===== config.mk =====
export PLATFORM = sky130hd
export DESIGN_NAME = pc_gen
export DESIGN_NICKNAME = d
export VERILOG_FILES = /design/src/rtl/pc_gen.sv
export SDC_FILE = /design/constraint.sdc
export NUM_CORES = 1
export LEC_CHECK = 0
export CAP_MARGIN = 20
export CORE_ASPECT_RATIO = 1.75
export CORE_UTILIZATION = 55
export DETAILED_ROUTE_END_ITERATION = 10
export PLACE_DENSITY = 0.89
export SETUP_SLACK_MARGIN = 0.4
export SLEW_MARGIN = 20
export SYNTH_ARGS = -nofsm -noshare
export SYNTH_HDL_FRONTEND = slang
export SYNTH_SLANG_ARGS = --single-unit

===== constraint.sdc =====
create_clock -name clk -period 5.75 [get_ports clk]
set_input_delay 0.8625 -clock clk [delete_from_list [all_inputs] [get_ports clk]]
set_output_delay 0.8625 -clock clk [all_outputs]
set_load 0.02 [all_outputs]

===== src/rtl/pc_gen.sv =====
// pc_gen: RISC-V program counter generator with boot, run and hold states.
// Selects the next fetch address from sequential advance, branch, jalr,
// mret and trap redirects, holding a pending target across fetch stalls.
//
// Parameters:
//   XLEN      address / PC width
//   RESET_VEC PC value loaded on reset
//   TRAP_VEC  target for traps and misaligned redirects
//   IALIGN    instruction alignment in bytes (2 or 4)
//
// Ports:
//   clk, rst      clock (rising edge), async active-high reset
//   stall         hold PC, no advance
//   pc_ready      fetch accepts current pc_out
//   br_taken      PC-relative branch/JAL, target pc_out + br_offset
//   jalr_taken    indirect jump, target (jalr_base + jalr_offset) & ~1
//   trap_req      trap, target TRAP_VEC, ignores stall/pc_ready
//   mret_req      return from trap, target mepc_in
//   pc_out        current fetch address
//   pc_valid      pc_out valid for fetch (low in BOOT)
//   misalign_exc  one-cycle pulse on a misaligned redirect target
//   bad_addr      last misaligned target
//
// Build option:
//   PC_MISALIGN_TRAP_EN  defined: misaligned targets trap to TRAP_VEC and
//                        are reported on misalign_exc/bad_addr.
//                        undefined: targets are aligned down to IALIGN and
//                        misalign_exc/bad_addr are tied to zero.

module pc_gen #(
  parameter int              XLEN      = 32,
  parameter logic [XLEN-1:0] RESET_VEC = '0,
  parameter logic [XLEN-1:0] TRAP_VEC  = XLEN'(32'h0000_0100),
  parameter int              IALIGN    = 4
) (
  input  logic            clk,
  input  logic            rst,
  input  logic            stall,
  input  logic            pc_ready,
  input  logic            br_taken,
  input  logic [XLEN-1:0] br_offset,
  input  logic            jalr_taken,
  input  logic [XLEN-1:0] jalr_base,
  input  logic [XLEN-1:0] jalr_offset,
  input  logic            trap_req,
  input  logic            mret_req,
  input  logic [XLEN-1:0] mepc_in,
  output logic [XLEN-1:0] pc_out,
  output logic            pc_valid,
  output logic            misalign_exc,
  output logic [XLEN-1:0] bad_addr
);

  localparam logic [XLEN-1:0] ALIGN_MASK = XLEN'(IALIGN - 1);
  localparam logic [XLEN-1:0] PC_STEP    = XLEN'(4);

  typedef enum logic [1:0] {
    BOOT = 2'd0,
    RUN  = 2'd1,
    HOLD = 2'd2
  } state_t;

  state_t          r_state;
  state_t          w_state_nxt;
  logic [XLEN-1:0] r_pc;
  logic [XLEN-1:0] w_pc_nxt;
  logic [XLEN-1:0] r_pend;
  logic [XLEN-1:0] w_pend_nxt;

  logic            w_go;
  logic            w_redir;
  logic            w_apply;
  logic [XLEN-1:0] w_jalr_sum;
  logic [XLEN-1:0] w_br_tgt;
  logic [XLEN-1:0] w_raw_tgt;
  logic [XLEN-1:0] w_tgt;
  logic [XLEN-1:0] w_app_tgt;
  logic [XLEN-1:0] w_apply_pc;

  assign w_go       = pc_ready & ~stall;
  assign w_redir    = mret_req | jalr_taken | br_taken;
  assign w_jalr_sum = jalr_base + jalr_offset;
  assign w_br_tgt   = r_pc + br_offset;

  // Non-trap redirect priority: mret > jalr > branch.
  always_comb begin
    w_raw_tgt = w_br_tgt;
    if (mret_req) begin
      w_raw_tgt = mepc_in;
    end else if (jalr_taken) begin
      w_raw_tgt = {w_jalr_sum[XLEN-1:1], 1'b0};
    end
  end

`ifdef PC_MISALIGN_TRAP_EN
  assign w_tgt = w_raw_tgt;
`else
  assign w_tgt = w_raw_tgt & ~ALIGN_MASK;
`endif

  // In HOLD a same-cycle redirect is newer than the pending one.
  assign w_app_tgt =
    (r_state == HOLD && !w_redir) ? r_pend : w_tgt;

  // A redirect (fresh in RUN, fresh or pending in HOLD) lands this edge.
  assign w_apply = ~trap_req & w_go &
    ((r_state == RUN && w_redir) || r_state == HOLD);

`ifdef PC_MISALIGN_TRAP_EN
  logic            r_mis;
  logic            w_mis_nxt;
  logic [XLEN-1:0] r_bad;
  logic [XLEN-1:0] w_bad_nxt;
  logic            w_app_bad;

  assign w_app_bad  = |(w_app_tgt & ALIGN_MASK);
  assign w_apply_pc = w_app_bad ? TRAP_VEC : w_app_tgt;
  assign w_mis_nxt  = w_apply & w_app_bad;
  assign w_bad_nxt  = w_mis_nxt ? w_app_tgt : r_bad;

  always_ff @(posedge clk or posedge rst) begin
    if (rst) begin
      r_mis <= 1'b0;
      r_bad <= '0;
    end else begin
      r_mis <= w_mis_nxt;
      r_bad <= w_bad_nxt;
    end
  end

  assign misalign_exc = r_mis;
  assign bad_addr     = r_bad;
`else
  assign w_apply_pc   = w_app_tgt;
  assign misalign_exc = 1'b0;
  assign bad_addr     = '0;
`endif

  always_comb begin
    w_state_nxt = r_state;
    w_pc_nxt    = r_pc;
    w_pend_nxt  = r_pend;
    if (trap_req) begin
      w_state_nxt = RUN;
      w_pc_nxt    = TRAP_VEC;
      w_pend_nxt  = '0;
    end else begin
      case (r_state)
        BOOT: begin
          w_state_nxt = RUN;
        end
        RUN: begin
          if (w_apply) begin
            w_pc_nxt = w_apply_pc;
          end else if (w_redir) begin
            w_pend_nxt  = w_tgt;
            w_state_nxt = HOLD;
          end else if (w_go) begin
            w_pc_nxt = r_pc + PC_STEP;
          end
        end
        HOLD: begin
          if (w_apply) begin
            w_pc_nxt    = w_apply_pc;
            w_pend_nxt  = '0;
            w_state_nxt = RUN;
          end else if (w_redir) begin
            w_pend_nxt = w_tgt;
          end
        end
        default: begin
          w_state_nxt = BOOT;
          w_pc_nxt    = RESET_VEC;
          w_pend_nxt  = '0;
        end
      endcase
    end
  end

  always_ff @(posedge clk or posedge rst) begin
    if (rst) begin
      r_state <= BOOT;
      r_pc    <= RESET_VEC;
      r_pend  <= '0;
    end else begin
      r_state <= w_state_nxt;
      r_pc    <= w_pc_nxt;
      r_pend  <= w_pend_nxt;
    end
  end

  assign pc_out   = r_pc;
  assign pc_valid = (r_state != BOOT);

endmodule


==> results of run 1 <==
sequential cells by signal, indices dropped and copies added (netlist names):
| register | cells |
|---|---|
| pc_out | 32 |
| r_pend | 32 |
| r_state | 2 |
power by group:
group / internal [mW] / switching (mW)
clock: 0.427 / 0.226
combinational: 0.458 / 0.716
sequential: 0.549 / 0.0941
final timing paths:
| kind | end | start |
|---|---|---|
| worst max-delay path | pc_out[22] | br_offset[2] |
| worst min-delay path | r_pend[14] | r_pend[14] |
| worst max register to register | pc_out[31] | r_state[0] |
| worst min register to register | r_pend[14] | r_pend[14] |
| max in group asynchronous | r_pend[31] | rst |
| min in group asynchronous | pc_out[18] | rst |
layout make-up:
cell class / count / area [sq um] / area share [%]
Clock buffer: 9 / 225 / 2.34
Clock inverter: 7 / 125 / 1.30
Timing Repair Buffer: 175 / 1720 / 17.9
Sequential cell: 66 / 1650 / 17.1
Tap cell: 174 / 218 / 2.26
Inverter: 21 / 78.8 / 0.818
Multi-Input combinational cell: 859 / 5610 / 58.3
worst max-delay path, stage by stage:
cell	delay [ns]
clkdlybuf4s50_1	0.40
ha_1	0.32
nand4_1	0.14
a21oi_1	0.44
o2111ai_1	0.33
a31oi_1	0.55
o21a_1	0.22
nor3_1	0.06
a2111oi_2	0.43
o31a_1	0.21
a22oi_1	0.08
metrics by stage:
| step | area (sq um) | hold slack, ns | utilization, % | power [mW] |
|---|---|---|---|---|
| final | 9640 | 0.478 | 71.6 | 2.47 |
| after global routing | 9640 | 0.502 | 71.6 | 2.59 |
| after CTS | 9640 | 0.481 | 71.6 | 2.44 |
| after detailed placement | 9290 | 0.469 | 69.0 | 1.78 |
| after global placement | 9290 | 0.458 | 69.0 | 1.76 |
| after floorplan | 7750 | 0.447 | - | 1.40 |
cell usage in the layout, fill, tap and decap left out, types with 18 or more instances in the layout:
cell type        Yosys  routed
nand3_1             31      31
clkdlybuf4s50_1      0     165
nand2_1            114     114
nand4_1             18      18
a31oi_1             22      22
conb_1               1      33
ha_1                65      65
inv_1               20      19
xnor2_1             28      28
a21oi_1             67      67
xor2_1              31      31
nor2_1              73      71
nor3_1              29      29
a21o_1              35      35
o21ai_0             70      70
dfrtp_1             66      66
cell families after synthesis:
group	Yosys count	share of synthesized area, %
and+or+nand+nor	349	22.4
muxes	13	1.72
DFF	66	21.6
buffers and inverters	96	6.49
other	1	0.0491
xor gates and xnor gates	59	6.77
AOI/OAI and AO/OA	340	30.3
adders and majority gates	65	10.7
layer usage:
layer  wire (um)  vias up  track usage, %  share of wire, %
met5           0        -               0                 0
met4        1610        0            22.6               6.3
met3        2330      141            5.43               9.1
met2       12700      589            63.2                50
met1        8890     4003            39.7                35
li1            -     3936               -                 -
==> impl_metrics.json, run 1 <==
{
  "min_period_ns": 3.84,
  "drv_cap": 0,
  "crit_arrival_ns": 4.04,
  "r2r_cells": 10,
  "irDropWorstVdd_mv": 0.202,
  "first_pass_iters": 6,
  "final_hold_viol_count": 0,
  "worst_setup_path_end_kind": "flip-flop",
  "num_io_pins": 202,
  "clk_latency_ns": 0.34,
  "ys.flop_type": "dfrtp_1",
  "grt_max_degree": 67,
  "drive_gt1_share_pct": 4.75,
  "crit_path_max_fanout": 5,
  "wire_per_inst_um": 19.5,
  "antenna_found_initial": 0,
  "cts.clk_slew.worst_paths_ns": 0.06,
  "drv_slew": 0,
  "postRouteAntennaNets": 0,
  "synthTopCellsByCount": "114 x nand2_1, 73 x nor2_1, 70 x o21ai_0, 67 x a21oi_1, 66 x dfrtp_1",
  "n_antenna_cell": 0,
  "core_sq_um": 13500,
  "worst_pin_slew_ns": 0.995,
  "rrSetupSlack_ns": 2.03,
  "required_ns": 5.95,
  "holdPathStages": 2,
  "avgViaCountPerCell": 6.61,
  "cts.sinks": 66,
  "start_util_pct": 56.8,
  "die_height_um": 158,
  "fmax_ghz": 0.260,
  "grt_remaining_overflow": 0,
  "yosysMostFrequentCell": "nand2_1",
  "min_path_type": "reg2reg",
  "fin_setup_tns_ns": 0,
  "fillers": 1128,
  "postCtsHoldBufs": 0,
  "vias": 8669,
  "cts_made_buffers": 9,
  "postCtsSetupBuffers": 0,
  "drc_errors": 0,
  "fin_ws_ns": 1.91,
  "cts_tree": "built",
  "synth_edf_count": 0,
  "grt_first_pass_wirelength_um": 40700,
  "setup_viol": 0,
  "syn_inst": 989,
  "final.setup_skew_ns": 0.00722,
  "dieArea_sq_um": 14400,
  "fin_crit_sh_pct": 66.8,
  "dieWidth_um": 91.1,
  "avgSynthCellArea_sq_um": 7.72,
  "status": "finished clean",
  "synth_area_leaders": "dfrtp_1 22%, ha_1 11%, nand2_1 5.6%, o21ai_0 4.6%, a21oi_1 4.4%",
  "yosysSeqAreaShare_pct": 21.6,
  "startpoint_type": "input port",
  "nNetsFinal": 1333,
  "synth_cell_types": 74,
  "drtIter0Drc": 830,
  "grt.total_usage_pct": 35.6,
  "synth_seq_cells": 66,
  "grt_pass1_vias": 8338,
  "dp_hpwl_um": 19400,
  "preCtsSetupSlack_ns": 1.64,
  "htreeDepth": 3,
  "async_reset_ff_share_pct": 100,
  "clk_path_buf_depth": 2,
  "synthToLayoutAreaGrowth_pct": 26.2,
  "ctsResizeCount": 0,
  "p_per_area_nw_per_um2": 256,
  "cts_root_buf": "clkbuf_16",
  "wl_um": 25500,
  "portBuffers": 166,
  "crit_type": "in2reg",
  "yosys_warnings": 0,
  "leakagePower_nw": 4.22,
  "relSlewSlack_pct": 33.6,
  "num_rows": 56,
  "place_inst": 1295,
  "synth_top_cell_by_area": "dfrtp_1",
  "finalNonFillerCells": 1311,
  "rsz0062_at_grt": "false",
  "gp_congestion": 0.977,
  "netlist.area_leader.share_pct": 21.6,
  "netlist_area_sq_um": 7630
}
No activity file was read; power rests on OpenSTA's default activity.
==> run 2: changes to the inputs <==
--- a/config.mk
+++ b/config.mk
@@ -7,9 +7,9 @@
 export LEC_CHECK = 0
 export CAP_MARGIN = 20
 export CORE_ASPECT_RATIO = 1.75
-export CORE_UTILIZATION = 55
+export CORE_UTILIZATION = 51
 export DETAILED_ROUTE_END_ITERATION = 10
-export PLACE_DENSITY = 0.89
+export PLACE_DENSITY = 0.83
 export SETUP_SLACK_MARGIN = 0.4
 export SLEW_MARGIN = 20
 export SYNTH_ARGS = -nofsm -noshare
==> constraint.sdc (replaced) <==
create_clock -name clk -period 3.6 [get_ports clk]
set_input_delay 0.54 -clock clk [delete_from_list [all_inputs] [get_ports clk]]
set_output_delay 0.54 -clock clk [all_outputs]
set_load 0.02 [all_outputs]
==> run 2 against run 1 <==
Compared with the run above:
- die area up 7.7%
- first-iteration DRC count down 12%
- sequential power increased by 57%
- non-clock buffer count up 78
- combinational power increased by 91%
==> impl_metrics.json, run 2 (same netlist as run 1, synthesis figures left out) <==
{
  "fillers": 1152,
  "cts.clk_slew.worst_paths_ns": 0.06,
  "synthToLayoutAreaGrowth_pct": 39.3,
  "crit_type": "in2reg",
  "grt_remaining_overflow": 0,
  "dp_hpwl_um": 21200,
  "min_path_type": "reg2reg",
  "cts_tree": "built",
  "startpoint_type": "input port",
  "grt_first_pass_wirelength_um": 42000,
  "reg2reg_from": "pc_out[10]",
  "cts.sinks": 66,
  "final.setup_skew_ns": 0.00882,
  "grt_max_degree": 52,
  "relSlewSlack_pct": 50.8,
  "final_hold_viol_count": 0,
  "start_util_pct": 52.6,
  "p_per_area_nw_per_um2": 390,
  "avgViaCountPerCell": 6.37,
  "rrSetupSlack_ns": 0.50,
  "clk_latency_ns": 0.35,
  "postRouteAntennaNets": 0,
  "grt_pass1_vias": 8571,
  "cts_made_buffers": 9,
  "htreeDepth": 3,
  "holdWs_ns": 0.477,
  "wl_um": 27900,
  "dieWidth_um": 94.5,
  "status": "finished clean",
  "vias": 8893,
  "cts_root_buf": "clkbuf_16",
  "crit_arrival_ns": 3.37,
  "worst_pin_slew_ns": 0.735,
  "setup_viol": 0,
  "whs_endpoint": "r_pend[22]",
  "drv_slew": 0,
  "antenna_found_initial": 0,
  "drv_cap": 0,
  "min_period_ns": 3.15,
  "fin_crit_sh_pct": 87.4,
  "hold_start": "r_pend[22]",
  "r2r_cells": 10,
  "leakagePower_nw": 4.69,
  "portBuffers": 166,
  "gp_congestion": 0.972,
  "reg2reg_to": "pc_out[30]",
  "die_height_um": 164,
  "clk_path_buf_depth": 2,
  "crit_path_max_fanout": 3,
  "grt.total_usage_pct": 35.5,
  "wire_per_inst_um": 20.0,
  "n_antenna_cell": 0,
  "first_pass_iters": 8,
  "rsz0062_at_grt": "true",
  "num_io_pins": 202,
  "core_sq_um": 14500,
  "final_cell_mix": "153 x clkdlybuf4s50_1, 114 x nand2_1, 87 x buf_4",
  "irDropWorstVdd_mv": 0.302,
  "nNetsFinal": 1411,
  "drc_errors": 0,
  "drive_gt1_share_pct": 15.2,
  "place_inst": 1374,
  "final_common_cell": "clkdlybuf4s50_1",
  "required_ns": 3.83,
  "drtIter0Drc": 733,
  "holdPathStages": 2,
  "dieArea_sq_um": 15500,
  "fmax_ghz": 0.318,
  "num_rows": 58,
  "worst_setup_path_end_kind": "flip-flop",
  "finalNonFillerCells": 1395
}
[run 2: repair_timing]
| item | in CTS | in global routing |
|---|---|---|
| endpoints found under the hold margin | 0 | 0 |
| hold buffers | 0 | 0 |
| pin swaps | 5 | 39 |
| buffers inserted | 0 | 5 |
| gates resized for setup | 13 | 78 |
| setup endpoints to repair | 12 | 29 |
[run 2: critical path, stage by stage]
cell and delay, ns:
clkdlybuf4s50_1 0.45, ha_4 0.32, nand4_1 0.17, a21oi_2 0.21, nand3b_1 0.16, buf_4 0.14, a21oi_1 0.08, o41ai_1 0.40
xor2_1 0.17, mux2i_2 0.32, a21oi_1 0.12, a211o_1 0.28
[run 2: area by class of cell]
class	count	area, sq um	area share (%)
Tap cell	180	225	2.12
Multi-Input combinational cell	859	6040	56.8
Clock inverter	7	77.6	0.730
Sequential cell	66	1660	15.6
Timing Repair Buffer	253	2330	21.9
Clock buffer	9	225	2.12
Inverter	21	78.8	0.741
[run 2: power breakdown]
group	switching (mW)	internal, mW	total, mW
Sequential	0.134	0.878	1.01
Clock	0.367	0.542	0.909
Combinational	1.29	0.933	2.23
[run 2: per-stage QoR]
stage	power [mW]	setup TNS (ns)	utilization (%)	setup WS, ns	instance area (sq um)
after floorplan	2.24	0	-	0.544	7750
after CTS	3.98	0	70.4	0.352	10200
final	4.15	0	73.3	0.452	10600
after global routing	4.33	0	73.3	0.329	10600
after detailed placement	3.05	-0.271	67.8	-0.199	9840
after global placement	3.01	-0.148	67.8	-0.148	9840
[run 2: how the worst max path moves through the flow]
stage,endpoint,slack [ns],from,depth (start not counted)
after floorplan,pc_out[29],0.54,br_offset[16],11
after global placement,pc_out[29],-0.15,br_offset[2],12
after detailed placement,pc_out[29],-0.20,br_offset[2],12
after CTS,pc_out[29],0.35,br_offset[8],13
after global routing,pc_out[29],0.33,jalr_base[14],14
final,pc_out[16],0.45,jalr_offset[2],12
[run 2: layer usage]
metal | part of all wire [%] | global-route usage (%) | vias up | wire, um
li1 | - | - | 4085 | -
met2 | 50 | 60.1 | 514 | 14000
met1 | 36 | 38.9 | 4155 | 10000
met4 | 6.5 | 25.8 | 0 | 1820
met3 | 7.4 | 6.76 | 139 | 2070
met5 | 0 | 0 | - | 0
==> run 3: changes to the inputs <==
--- a/config.mk
+++ b/config.mk
@@ -7,6 +7,7 @@
 export LEC_CHECK = 0
 export CAP_MARGIN = 20
 export CORE_ASPECT_RATIO = 1.75
+export CORE_MARGIN = 8
 export CORE_UTILIZATION = 51
 export DETAILED_ROUTE_END_ITERATION = 10
 export PLACE_DENSITY = 0.83
==> constraint.sdc (replaced) <==
create_clock -name clk -period 3.2 [get_ports clk]
set_input_delay 0.48 -clock clk [delete_from_list [all_inputs] [get_ports clk]]
set_output_delay 0.48 -clock clk [all_outputs]
set_load 0.02 [all_outputs]
==> run 3 against run 2 <==
Compared with the run above:
- critical path depth down 1
- die area is 25% higher
- highest routed layer unchanged
- critical endpoint is now r_pend[28]
- first-iteration DRC count grew 11%
- non-clock buffer count rose by 81
- power up 23%
- register-to-register slack lost 0.20 ns
- global-route usage decreased by 3.5 points
==> impl_metrics.json, run 3 (same netlist as run 1, synthesis figures left out) <==
{
  "avgViaCountPerCell": 6.60,
  "num_io_pins": 202,
  "wire_per_inst_um": 22.6,
  "drc_errors": 0,
  "startpoint_type": "flip-flop",
  "fmax_ghz": 0.345,
  "setup_viol": 0,
  "min_path_type": "reg2reg",
  "place_area_sq_um": 10500,
  "dp_hpwl_um": 23400,
  "rsz0062_at_grt": "true",
  "leakagePower_nw": 5.23,
  "synthToLayoutAreaGrowth_pct": 54.2,
  "grt.total_usage_pct": 32.0,
  "reg2reg_from": "pc_out[19]",
  "finalNonFillerCells": 1481,
  "cts_root_buf": "clkbuf_16",
  "wl_um": 33500,
  "final.setup_skew_ns": 0.00691,
  "worst_setup_path_end_kind": "flip-flop",
  "grt_max_degree": 54,
  "grt_pass1_vias": 9729,
  "grt_remaining_overflow": 0,
  "relSlewSlack_pct": 45.1,
  "crit_path_end": "r_pend[28]",
  "htreeDepth": 3,
  "clkPwrFrac_pct": 21.6,
  "crit_type": "reg2reg",
  "clk_path_buf_depth": 2,
  "irDropWorstVdd_mv": 0.290,
  "cts.clk_slew.worst_paths_ns": 0.06,
  "fillers": 954,
  "preCtsSetupSlack_ns": -0.384,
  "die_height_um": 178,
  "drv_slew": 0,
  "required_ns": 3.41,
  "reg2reg_to": "r_pend[28]",
  "critPathLaunch": "pc_out[19]",
  "rrSetupSlack_ns": 0.30,
  "r2r_cells": 11,
  "cts.sinks": 66,
  "vias": 9772,
  "holdWs_ns": 0.480,
  "power_switching_mw": 2.17,
  "first_pass_iters": 6,
  "worst_pin_slew_ns": 0.819,
  "final_design_area_no_fill_sq_um": 11800,
  "swShare_pct": 42.5,
  "final_cell_mix": "156 x buf_4, 110 x clkdlybuf4s50_1, 109 x nand2_1",
  "p_per_area_nw_per_um2": 433,
  "p_comb_share_pct": 55.8,
  "drtIter0Drc": 813,
  "fin_crit_sh_pct": 90.6,
  "internal-power_mw": 2.94,
  "final_hold_viol_count": 0,
  "crit_path_max_fanout": 5,
  "drv_cap": 0,
  "num_rows": 59,
  "nNetsFinal": 1492,
  "gp_congestion": 0.969,
  "core_sq_um": 14800,
  "grt_first_pass_wirelength_um": 48800,
  "total_power_mw": 5.10,
  "dieArea_sq_um": 19300,
  "portBuffers": 166,
  "status": "finished clean",
  "start_util_pct": 51.7,
  "drive_gt1_share_pct": 27.3,
  "place_inst": 1443,
  "antenna_found_initial": 2,
  "final_common_cell": "buf_4",
  "clk_latency_ns": 0.34,
  "cts_made_buffers": 9,
  "postRouteAntennaNets": 0,
  "min_period_ns": 2.90,
  "cts_tree": "built",
  "p_seq_share_pct": 22.5,
  "fin_ws_ns": 0.302,
  "crit_arrival_ns": 3.11,
  "dieWidth_um": 108
}
[run 3: what timing repair did]
item / CTS / global route
gates resized for setup: 145 / 111
hold buffers: 0 / 0
endpoints found under the setup margin: 49 / 43
pin swaps: 92 / 65
buffers inserted: 7 / 13
[run 3: how the worst min path moves through the flow]
stage | from | endpoint | cells past startpoint
floorplan | r_pend[25] | r_pend[25] | 2
global placement | r_pend[22] | r_pend[22] | 2
detailed placement | r_pend[22] | r_pend[22] | 2
CTS | r_pend[22] | r_pend[22] | 2
global route | r_pend[25] | r_pend[25] | 2
finish | r_pend[22] | r_pend[22] | 2
[run 3: final cells by class]
class	instances	area [sq um]	area share [%]
multi-input combinational	859	6570	55.8
timing repair buffer	334	2900	24.6
sequential	66	1660	14.1
clock buffer	10	239	2.03
tap	183	229	1.94
clock inverter	6	90.1	0.765
inverter	21	78.8	0.669
antenna	2	5.00	0.0425
[run 3: power by group through the flow]
| stage | Sequential (mW) | Clock [mW] | Combinational, mW |
|---|---|---|---|
| 2_1_floorplan | 1.16 | 0 | 1.38 |
| 5_1_grt | 1.16 | 1.13 | 3.01 |
| 3_3_place_gp | 1.13 | 0 | 2.41 |
| 6_report | 1.15 | 1.10 | 2.85 |
| 3_5_place_dp | 1.13 | 0 | 2.46 |
| 4_1_cts | 1.14 | 1.10 | 2.61 |
[run 3: worst max-delay path, stage by stage (launching register included)]
cell	delay [ns]
dfrtp_1	0.45
ha_4	0.26
a21oi_1	0.18
a21oi_1	0.12
a211o_1	0.34
a2111oi_4	0.37
a21boi_2	0.12
buf_4	0.16
o21a_1	0.18
or3_1	0.31
o211ai_1	0.17
o31ai_1	0.10
[run 3: per-layer routing]
layer / track usage [%] / wire length, um / vias to the layer above
met5: 0 / 0 / -
met4: 21.9 / 2550 / 0
met3: 4.98 / 3000 / 215
met2: 55.8 / 16800 / 722
met1: 34.3 / 11100 / 4584
li1: - / - / 4251
[run 3: metrics by stage]
| stage | util, % | TNS, ns |
|---|---|---|
| finish | 79.8 | 0 |
| global route | 79.8 | 0 |
| CTS | 77.0 | 0 |
| detailed placement | 70.9 | -10.07 |
| global placement | 70.9 | -6.15 |
| floorplan | - | 0 |
